## src/rtl/register_file_permute.sv

```systemverilog
// Register file with a single write port that swaps, copies, rotates a range or writes registers.
// Optional RF_PERMUTE_CLEAR_EN adds a synchronous 'clear' input that reloads r[i]=i while idle.
module register_file_permute #(
  parameter int unsigned WIDTH  = 4,
  parameter int unsigned DEPTH  = 8,
  localparam int unsigned ADDR_W = $clog2(DEPTH)
) (
  input  logic              clk,
  input  logic              init_n,
  input  logic              cmd_valid,
  output logic              cmd_ready,
  input  logic [1:0]        cmd_op,
  input  logic [ADDR_W-1:0] cmd_x,
  input  logic [ADDR_W-1:0] cmd_y,
  input  logic [WIDTH-1:0]  cmd_wdata,
`ifdef RF_PERMUTE_CLEAR_EN
  input  logic              clear,
`endif
  output logic              done,
  output logic [WIDTH-1:0]  r [DEPTH-1:0]
);

  localparam logic [1:0] OP_SWAP = 2'b00;
  localparam logic [1:0] OP_COPY = 2'b01;
  localparam logic [1:0] OP_ROT  = 2'b10;

  typedef enum logic [2:0] {IDLE, SWAP_A, SWAP_B, ROT_SHIFT, ROT_LAST} state_e;

  state_e              state_q, state_d;
  logic [WIDTH-1:0]    tmp_q, tmp_d;
  logic [ADDR_W-1:0]   ptr_q, ptr_d;
  logic [ADDR_W-1:0]   lo_q, lo_d;
  logic [ADDR_W-1:0]   a_q, a_d;
  logic [ADDR_W-1:0]   b_q, b_d;
  logic                done_q, done_d;
  logic [WIDTH-1:0]    r_q [DEPTH-1:0];
  logic [WIDTH-1:0]    r_d [DEPTH-1:0];

  logic [ADDR_W-1:0]   lo_c, hi_c, ptr_m1_c;
  logic                accept_c;

`ifdef RF_PERMUTE_CLEAR_EN
  assign cmd_ready = (state_q == IDLE) && !clear;
`else
  assign cmd_ready = (state_q == IDLE);
`endif

  assign accept_c = cmd_valid && cmd_ready;
  assign lo_c     = (cmd_x < cmd_y) ? cmd_x : cmd_y;
  assign hi_c     = (cmd_x < cmd_y) ? cmd_y : cmd_x;
  assign ptr_m1_c = ptr_q - ADDR_W'(1);
  assign done     = done_q;
  assign r        = r_q;

  // Next-state and single-write-port update
  always_comb begin
    state_d = state_q;
    tmp_d   = tmp_q;
    ptr_d   = ptr_q;
    lo_d    = lo_q;
    a_d     = a_q;
    b_d     = b_q;
    done_d  = 1'b0;
    r_d     = r_q;
    case (state_q)
      IDLE: begin
`ifdef RF_PERMUTE_CLEAR_EN
        if (clear) begin
          for (int unsigned i = 0; i < DEPTH; i++) r_d[i] = WIDTH'(i);
        end else
`endif
        if (accept_c) begin
          case (cmd_op)
            OP_SWAP: begin
              if (cmd_x == cmd_y) begin
                done_d = 1'b1;
              end else begin
                tmp_d   = r_q[cmd_x];
                a_d     = cmd_x;
                b_d     = cmd_y;
                state_d = SWAP_A;
              end
            end
            OP_COPY: begin
              if (cmd_x != cmd_y) r_d[cmd_y] = r_q[cmd_x];
              done_d = 1'b1;
            end
            OP_ROT: begin
              if (lo_c == hi_c) begin
                done_d = 1'b1;
              end else begin
                tmp_d   = r_q[hi_c];
                ptr_d   = hi_c;
                lo_d    = lo_c;
                state_d = ROT_SHIFT;
              end
            end
            default: begin
              r_d[cmd_x] = cmd_wdata;
              done_d     = 1'b1;
            end
          endcase
        end
      end
      SWAP_A: begin
        r_d[a_q] = r_q[b_q];
        state_d  = SWAP_B;
      end
      SWAP_B: begin
        r_d[b_q] = tmp_q;
        done_d   = 1'b1;
        state_d  = IDLE;
      end
      ROT_SHIFT: begin
        r_d[ptr_q] = r_q[ptr_m1_c];
        ptr_d      = ptr_m1_c;
        if (ptr_q == lo_q + ADDR_W'(1)) state_d = ROT_LAST;
      end
      ROT_LAST: begin
        r_d[lo_q] = tmp_q;
        done_d    = 1'b1;
        state_d   = IDLE;
      end
      default: state_d = IDLE;
    endcase
  end

  // State register; reset loads the identity pattern
  always_ff @(posedge clk or negedge init_n) begin
    if (!init_n) begin
      state_q <= IDLE;
      tmp_q   <= '0;
      ptr_q   <= '0;
      lo_q    <= '0;
      a_q     <= '0;
      b_q     <= '0;
      done_q  <= 1'b0;
      for (int unsigned i = 0; i < DEPTH; i++) r_q[i] <= WIDTH'(i);
    end else begin
      state_q <= state_d;
      tmp_q   <= tmp_d;
      ptr_q   <= ptr_d;
      lo_q    <= lo_d;
      a_q     <= a_d;
      b_q     <= b_d;
      done_q  <= done_d;
      r_q     <= r_d;
    end
  end

endmodule

```

## config.mk

```make
export PLATFORM = sky130hd
export DESIGN_NAME = register_file_permute
export DESIGN_NICKNAME = d
export VERILOG_FILES = /design/src/rtl/register_file_permute.sv
export SDC_FILE = /design/constraint.sdc
export NUM_CORES = 1
export LEC_CHECK = 0
export ABC_AREA = 1
export CAP_MARGIN = 25
export CORE_ASPECT_RATIO = 2
export CORE_UTILIZATION = 50
export CTS_CLUSTER_DIAMETER = 120
export DETAILED_ROUTE_END_ITERATION = 6
export GPL_TIMING_DRIVEN = 0
export PLACE_DENSITY = 0.77
export SLEW_MARGIN = 15
export SYNTH_ARGS = -nofsm -noshare
export SYNTH_HDL_FRONTEND = slang
export SYNTH_SLANG_ARGS = --single-unit
```

## constraint.sdc

```tcl
create_clock -name clk -period 5.46 [get_ports clk]
set_input_delay 0.546 -clock clk [delete_from_list [all_inputs] [get_ports clk]]
set_output_delay 0.546 -clock clk [all_outputs]
set_load 0.005 [all_outputs]
```

; ---- Word level (Yosys, flattened, before mapping)
; Cells that the tools add are included.
[totals]
elab_cells = 125
output_inout_bits = 34
ff_bits = 52
inputBits = 15
[classes]
eq_ne = 21
magnitude_cmp = 15
n_reduce_logical = 20
bitwise_logic = 2
n_mux = 50
add_sub_neg = 2
[ops]
columns = cell, count
row1 = $bwmux 32, 6
row2 = $pmux 32 s5, 1
row3 = $demux 4 s3, 6
row4 = $mux 32, 2
row5 = $pmux 32 s2, 1
row6 = $bmux 4 s3, 4
row7 = $mux 4, 12
row8 = $lt 3x4->1 const B, 8
row9 = $mux 3, 9
row10 = $ge 3x1->1 const B, 6
row11 = $reduce_and 4->1, 4
row12 = $pmux 3 s2, 2
row13 = $ne 2x2->1 const B, 5
row14 = $reduce_and 5->1, 2
row15 = $eq 3x3->1, 3
row16 = $ne 3x3->1 const B, 3
row17 = $pmux 3 s3, 1
row18 = $pmux 4 s2, 1
row19 = $logic_and 1x1->1, 7
row20 = $eq 3x2->1 const B, 2
row21 = $reduce_bool 5->1, 1
row22 = $ne 2x1->1 const B, 2
row23 = $pmux 1 s2, 2
row24 = $reduce_bool 2->1, 2
row25 = 14 further kinds, 18

; ---- Logic depth before layout (Yosys ltp)
; Gate-level depths: netlist of the first run.
[depth]
word_depth = 9
mapped_depth = 14
ltp_nobuf = 13

; ---- Worst setup path after synthesis of the first run
; OpenSTA, ideal clock, no wires.
[synth_path]
path_kind = input-to-reg
from = input cmd_y[2]
to = register tmp_q[1]
arrival_time_ps = 1933
cell_stages = 14
required_ps = 5344
path_buffers = 1
slack_ps = 3411
setup_time_ps = 116
path_cell_list = inv_1 ha_1 inv_2 a21oi_2 nand2_2 nand2_2 nand2_2 buf_6 nand2_1 nand3_1 nand3_1 nand3_1 nand2_1 nand2_1
[synth_between]
elab_chain_cells = 6
elab_cells_between_ends = 12
cone_classes = order compare (1) / eq/ne (4) / mux (6) / reduce/logical (1)
[synth_rtl]
columns = item, line_no
row1 = start: declaration, 14  ; input logic [ADDR_W-1:0] cmd_y,
row2 = $lt 3x3->1, "49, 50"
row3 = $mux 3, 50  ; assign hi_c = (cmd_x < cmd_y) ? cmd_y : cmd_x;
row4 = $bmux 4 s3, 92  ; tmp_d = r_q[hi_c];
row5 = $mux 4 (implied by the code), 92
row6 = $mux 4, 89  ; if (lo_c == hi_c) begin
row7 = $pmux 4 s2, 73  ; case (cmd_op)
row8 = end signal: assignment, 141  ; tmp_q <= tmp_d;
row9 = end: declaration, 30  ; logic [WIDTH-1:0] tmp_q, tmp_d;
; Parallel ways exist; a longest one is shown, timed or not. The select of a mux whose other input is x is not followed.
; A chain may end at the register's enable or synchronous reset.

; ---- Worst setup path in the final report of the first run
; Same ends and word-level chain as after synthesis.

==> results of run 1 <==
==> cells by family (layout without fill, tap and decap cells) <==
family	count (synthesis)	in the layout	synth area share, %
AO/OA/AOI/OAI	175	175	16.8
buffers and inverters	125	178	9.25
XOR/XNOR	5	5	0.888
adder cells (fa/ha/maj)	7	7	1.52
flip-flops	52	52	22.8
AND/OR/NAND/NOR	646	646	48.8
==> critical path, delay by kind of cell <==
family                     cells  cell delay [ps]
buffers and inverters          4             1320
and+or+nand+nor                8             1000
adders and majority gates      1              400
AOI/OAI and AO/OA              1              170
==> final timing paths <==
kind / to / slack, ps / cells after the start
max in group asynchronous: a_q[0]$_DFFE_PN0P_ / 4700 / 1
hold / removal: asynchronous set/reset pin / 280 / 1
min in group clk: flip-flop / 540 / 2
hold reg to reg: flip-flop / 540 / 2
setup / recovery: tmp_q[1]$_DFFE_PN0P_ / 2260 / 14
setup reg to reg: flip-flop / 2530 / 14
==> area by class of cell <==
class,count,area [sq um],share of cell area [%]
buffer,35,191,2.90
multi-input combinational,833,3930,59.6
clock inverter,2,60.1,0.911
clock buffer,6,129,1.96
tap,142,178,2.70
timing repair buffer,45,448,6.80
inverter,90,343,5.20
sequential,52,1320,20.0
==> metal layers <==
layer | routed length [um] | up-vias | track usage, % | part of all wire, %
met3 | 2900 | 218 | 12.0 | 10
met5 | 0 | - | 1.30 | 0
li1 | - | 3454 | - | -
met2 | 12900 | 559 | 79.6 | 45
met1 | 9110 | 3374 | 50.3 | 32
met4 | 3490 | 0 | 47.4 | 12
==> through the flow <==
step                      hold slack, ps  total power, mW  util (%)
after floorplan                      250             2.72         -
after CTS                            316             4.48      58.4
final                                285             4.69      58.4
after global routing                 339             4.89      58.4
after global placement               525             4.05      56.7
after detailed placement             527             4.05      56.7
==> power groups by stage <==
| stage | combinational (mW) | sequential, mW | clock (mW) |
|---|---|---|---|
| after floorplan | 1.91 | 0.815 | 0 |
| after detailed placement | 3.10 | 0.950 | 0 |
| after global routing | 3.48 | 0.975 | 0.435 |
| after CTS | 3.11 | 0.944 | 0.423 |
| final | 3.29 | 0.974 | 0.420 |
| after global placement | 3.10 | 0.949 | 0 |
==> cell usage in the layout, fill, tap and decap left out, drive strengths merged <==
master	synthesis	final
clkbuf	5	11
inv	88	88
buf	30	31
o21ai	91	91
nor2	159	159
bufinv	0	2
xor2	2	2
nor3	19	19
dfrtp	40	40
nand3b	1	1
clkdlybuf4s50	0	44
a21oi	53	53
dfstp	12	12
nand3	138	138
nand4	25	25
o211ai	8	8
xnor2	3	3
clkinv	2	2
o22ai	22	22
nand2	304	304
o31ai	1	1
ha	7	7
==> flow_summary_export.csv, run 1 <==
group,metric,value,unit
final_layout,final_area,0.00659,sq mm
sta,drv_slew,0,
synth,synth_top_area_share,19.2,%
die,dieWidth,78.0,um
global_routing,grt_first_pass_wirelength,42.7,mm
die,die_h,154,um
critical_path,path_cells,"clkdlybuf4s50_1, inv_1, ha_1, inv_2, a21oi_2, nand3_1, nand2_2, buf_6, nand2_1, nand3_1, nand3_1, nand3_1, nand2_1, nand2_1",
critical_path,end_kind,"flip-flop",
routing,drt_wl_total,28.4,mm
critical_path,cp.required,5710,ps
clock_tree,cts.repair.resized,0,
sta,setup_ws,2260,ps
global_routing,antenna_found_initial,0,
critical_path,critical_path_class,"input pin to flip-flop",
placed_design,dpl_worst_slack,2120,ps
clock_tree,path_clk_slew,80,ps
final_layout,nNetsFinal,1084,
placed_design,dp_cells,1197,
pwr,p_sw_share,60.2,%
synth,syn_area,0.00578,sq mm
clock_tree,cts-buffers-inserted,5,
sta,tightest_slew,940,ps
final_layout,nFillCells,1200,
global_routing,gr-total-overflow,0,
synth,post_synth.cell_area_avg,5.72,sq um
synth,synthTopCellsByArea,"nand2_1, dfrtp_1, nand3_1",
die,io_pins,49,
placed_design,place_area,0.00640,sq mm
worst_hold_path,hold_class,"input pin to asynchronous set/reset pin",
clock_tree,clockRootBuffer,"clkbuf_16",
routing,drt_pre_antenna_iters,6,
global_routing,grt_max_degree,53,
synth,yosysTopAreaCell,"nand2_1",
synth,async_flop_share,100,%
synth,yosysSeqAreaShare,22.8,%
clock_tree,cts_hold_buf,0,
placed_design,place_congestion,1.20,
critical_path,cp_slowest_cell,"clkdlybuf4s50_1",
sta,setup_viol,0,
final_layout,final-instance-count-excl-fill,1205,
final_layout,drive_gt1_share,8.75,%
pwr,p_leak,2.95,nW
routing,drtAntennaViolNets,0,
clock_tree,post_cts_buffers,0,
flow_run,drv_cap,0,
routing,wl_per_cell,23.5,um
synth,yosysMostFrequentCell,"nand2_1",
routing,drcViolationCount,0,
critical_path,cp_data_arrival_time,3450,ps
die,rows,55,
sta,period_share,58.7,%
status,outcome,"completed",
sta,finalSetupTns,0,ps
final_layout,diodes,0,
pwr,power_frac_seq,20.8,%
sta,fin_worst_skew,10.9,ps
synth,synth_common_cells,"nand2_1, nor2_1, nand3_1",
synth,ys_ff_latch,52,
synth,synth_cells,1010,
clock_tree,cts.sinks,52,
synth,synth_edf_count,0,
clock_tree,cts_buffer_depth,2,
pwr,irDropWorstVdd,0.526,mV
sta,max_freq,312,MHz
die,initial_core_util,51.2,%
clock_tree,clk_latency,310,ps
pwr,internal_power,1.87,mW
pwr,switchingPower,2.82,mW
clock_tree,htree_levels,2,
final_layout,area_growth,14.1,%
routing,drtIter0Drc,998,
critical_path,crit_path_max_fanout,10,
sta,timing.final.crit_period,3200,ps
critical_path,crit_path_max_incr_delay,760,ps
critical_path,start_kind,"input pin",
placed_design,io_buffer_count,45,
synth,synth.net_count,1032,
pwr,power_frac_comb,70.3,%
synth,synth_ff_type,"dfrtp_1",
pwr,powerDensity,711,mW/mm^2
routing,via_count,7605,
clock_tree,cts_tree,"yes",
critical_path,r2r_start,"ptr_q[0]$_DFFE_PN0P_",
critical_path,cpMostUsedCell,"nand3_1",
synth,ys.warnings.count,0,
critical_path,crit_start,"cmd_y[2]",
routing,via_per_inst,6.31,
pwr,clock_power_share,9.0,%
sta,rsz0062_at_grt,"no",
placed_design,dpl.hpwl,21.2,mm
global_routing,first_global_vias,7362,
global_routing,grtUsageTotal,49.1,%
sta,max_slew_margin,37.3,%
synth,ys_types,38,
sta,hold_viol_final,0,
die,coreArea,0.0113,sq mm
die,dieArea,0.0120,sq mm
Note: power is estimated with default switching activity, not from simulation.
==> run 2, diff against run 1 <==
Settings changed: PLACE_DENSITY 0.77 to 0.8.
Clock period 5.46 ns to 2.7 ns, I/O delays scaled along.
==> flow_summary_export.csv, run 2 (synthesized netlist as in run 1, its figures left out) <==
group,metric,value,unit
status,outcome,"completed",
critical_path,start_kind,"flip-flop",
die,dieWidth,78.0,um
routing,via_per_inst,6.41,
sta,max_slew_margin,32.2,%
sta,period_share,93.7,%
sta,fin_worst_skew,8.53,ps
final_layout,nFillCells,1227,
placed_design,io_buffer_count,45,
critical_path,r2r_setup_slack,170,ps
sta,timing.final.crit_period,2530,ps
critical_path,end_kind,"flip-flop",
global_routing,grt_max_degree,53,
clock_tree,htree_levels,2,
final_layout,layout_commonest_cell,"nand2_1",
global_routing,first_global_vias,7500,
sta,max_freq,395,MHz
critical_path,r2r_start,"ptr_q[0]$_DFFE_PN0P_",
routing,drcViolationCount,0,
sta,tightest_slew,1020,ps
final_layout,nNetsFinal,1084,
die,io_pins,49,
critical_path,cp_data_arrival_time,2770,ps
critical_path,crit_buf_inv,4,
critical_path,crit_path_max_fanout,10,
sta,drv_slew,0,
sta,hold_ws,24.1,ps
pwr,powerDensity,1470,mW/mm^2
flow_run,drv_cap,0,
sta,finalSetupTns,0,ps
critical_path,cp.required,2940,ps
critical_path,path_cells,"buf_4, inv_2, buf_6, ha_1, clkbuf_2, a21oi_1, o21ai_0, nand2_1, nand2_1, nand2_2, nand2_1, nand4_1, nor2_1, nor2_1",
sta,setup_viol,0,
final_layout,diodes,0,
global_routing,grt_first_pass_wirelength,46.1,mm
final_layout,drive_gt1_share,9.88,%
pwr,irDropWorstVdd,1.30,mV
clock_tree,cts_buffer_depth,2,
global_routing,antenna_found_initial,0,
die,coreArea,0.0113,sq mm
placed_design,place_area,0.00640,sq mm
pwr,p_leak,2.96,nW
clock_tree,path_clk_slew,80,ps
routing,drtIter0Drc,1028,
critical_path,cp_top_family,"simple AND/OR/NAND/NOR gates",
routing,via_count,7726,
die,die_h,154,um
critical_path,critical_path_class,"flip-flop to flip-flop",
final_layout,layout_common_cells,"nand2_1, nor2_1, nand3_1, o21ai_0, inv_1",
clock_tree,clk_latency,300,ps
critical_path,worst-r2r-cell-count,14,
routing,drt_pre_antenna_iters,6,
final_layout,area_growth,14.0,%
clock_tree,cts-buffers-inserted,5,
routing,wl_per_cell,25.4,um
sta,rsz0062_at_grt,"no",
clock_tree,cts_tree,"yes",
clock_tree,post_cts_buffers,0,
die,initial_core_util,51.2,%
die,dieArea,0.0120,sq mm
placed_design,dpl.hpwl,22.2,mm
global_routing,grtUsageTotal,53.6,%
worst_hold_path,hold_class,"input pin to asynchronous set/reset pin",
global_routing,gr-total-overflow,0,
critical_path,cp_slowest_cell,"dfrtp_1",
routing,drt_wl_total,30.6,mm
final_layout,final_area,0.00658,sq mm
clock_tree,cts.sinks,52,
routing,drtAntennaViolNets,0,
clock_tree,clockRootBuffer,"clkbuf_16",
critical_path,cpMostUsedCell,"nand2_1",
critical_path,crit_path_max_incr_delay,360,ps
sta,hold_viol_final,0,
placed_design,place_congestion,1.12,
die,rows,55,
[run 2: cell count changes in the layout (fill, tap and decap cells not counted), sizes merged]
cell / previous run / this run
clkbuf: 11 / 13
clkinv: 2 / 4
bufinv: 2 / 0
clkdlybuf4s50: 44 / 41
dlymetal6s2s: 0 / 1
[run 2: power by group]
group | switching, mW | internal, mW
Clock | 0.342 | 0.369
Sequential | 0.668 | 1.26
Combinational | 5.01 | 2.04
Total | 6.02 | 3.66
[run 2: timing repair]
action,4_1_cts,5_1_grt
setup endpoints to repair,22,37
hold buffers,0,0
pin swaps,0,0
gates resized for setup,7,13
[run 2: area by class of cell]
class	count	area (sq um)	share of cell area [%]
multi-input combinational	833	3960	60.2
sequential	52	1320	20.0
timing repair buffer	45	440	6.69
inverter	90	343	5.21
buffer	35	196	2.98
tap	142	178	2.70
clock buffer	6	139	2.11
clock inverter	2	10.0	0.152
[run 2: worst max-delay path by stage]
stage                    startpoint                   end  slack [ps]  depth (start not counted)
6_report       ptr_q[0]$_DFFE_PN0P_             flip-flop         170                         14
5_1_grt        ptr_q[0]$_DFFE_PN0P_             flip-flop          30                         13
4_1_cts        ptr_q[0]$_DFFE_PN0P_             flip-flop          60                         13
3_5_place_dp               cmd_x[2]             flip-flop        -370                         12
3_3_place_gp               cmd_x[2]  tmp_q[3]$_DFFE_PN0P_        -370                         13
2_1_floorplan  ptr_q[0]$_DFFE_PN0P_             flip-flop         690                         14
[run 2: layer usage]
| layer | share of wire [%] | wire length (um) | global-route usage, % |
|---|---|---|---|
| met1 | 31 | 9590 | 55.8 |
| met2 | 44 | 13500 | 82.4 |
| met3 | 11 | 3490 | 17.7 |
| met4 | 13 | 3920 | 51.9 |
| met5 | 0.13 | 40 | 2.17 |
[run 2: worst reg2reg max path, cell delays in order (launching register included)]
cell and delay [ps]:
dfrtp_1 360, buf_4 180, inv_2 170, buf_6 180
ha_1 260, clkbuf_2 220, a21oi_1 150, o21ai_0 90
nand2_1 100, nand2_1 60, nand2_2 300, nand2_1 130
nand4_1 130, nor2_1 50, nor2_1 80
[run 2: metrics by stage]
step | cells | setup slack, ps | total power, mW | utilization, %
floorplan | 1010 | 691 | 5.50 | -
global placement | 1197 | -375 | 8.31 | 56.7
detailed placement | 1197 | -366 | 8.37 | 56.7
CTS | 1205 | 56.1 | 9.11 | 58.2
global route | 1205 | 30.1 | 10.1 | 58.3
finish | 1205 | 171 | 9.68 | 58.3
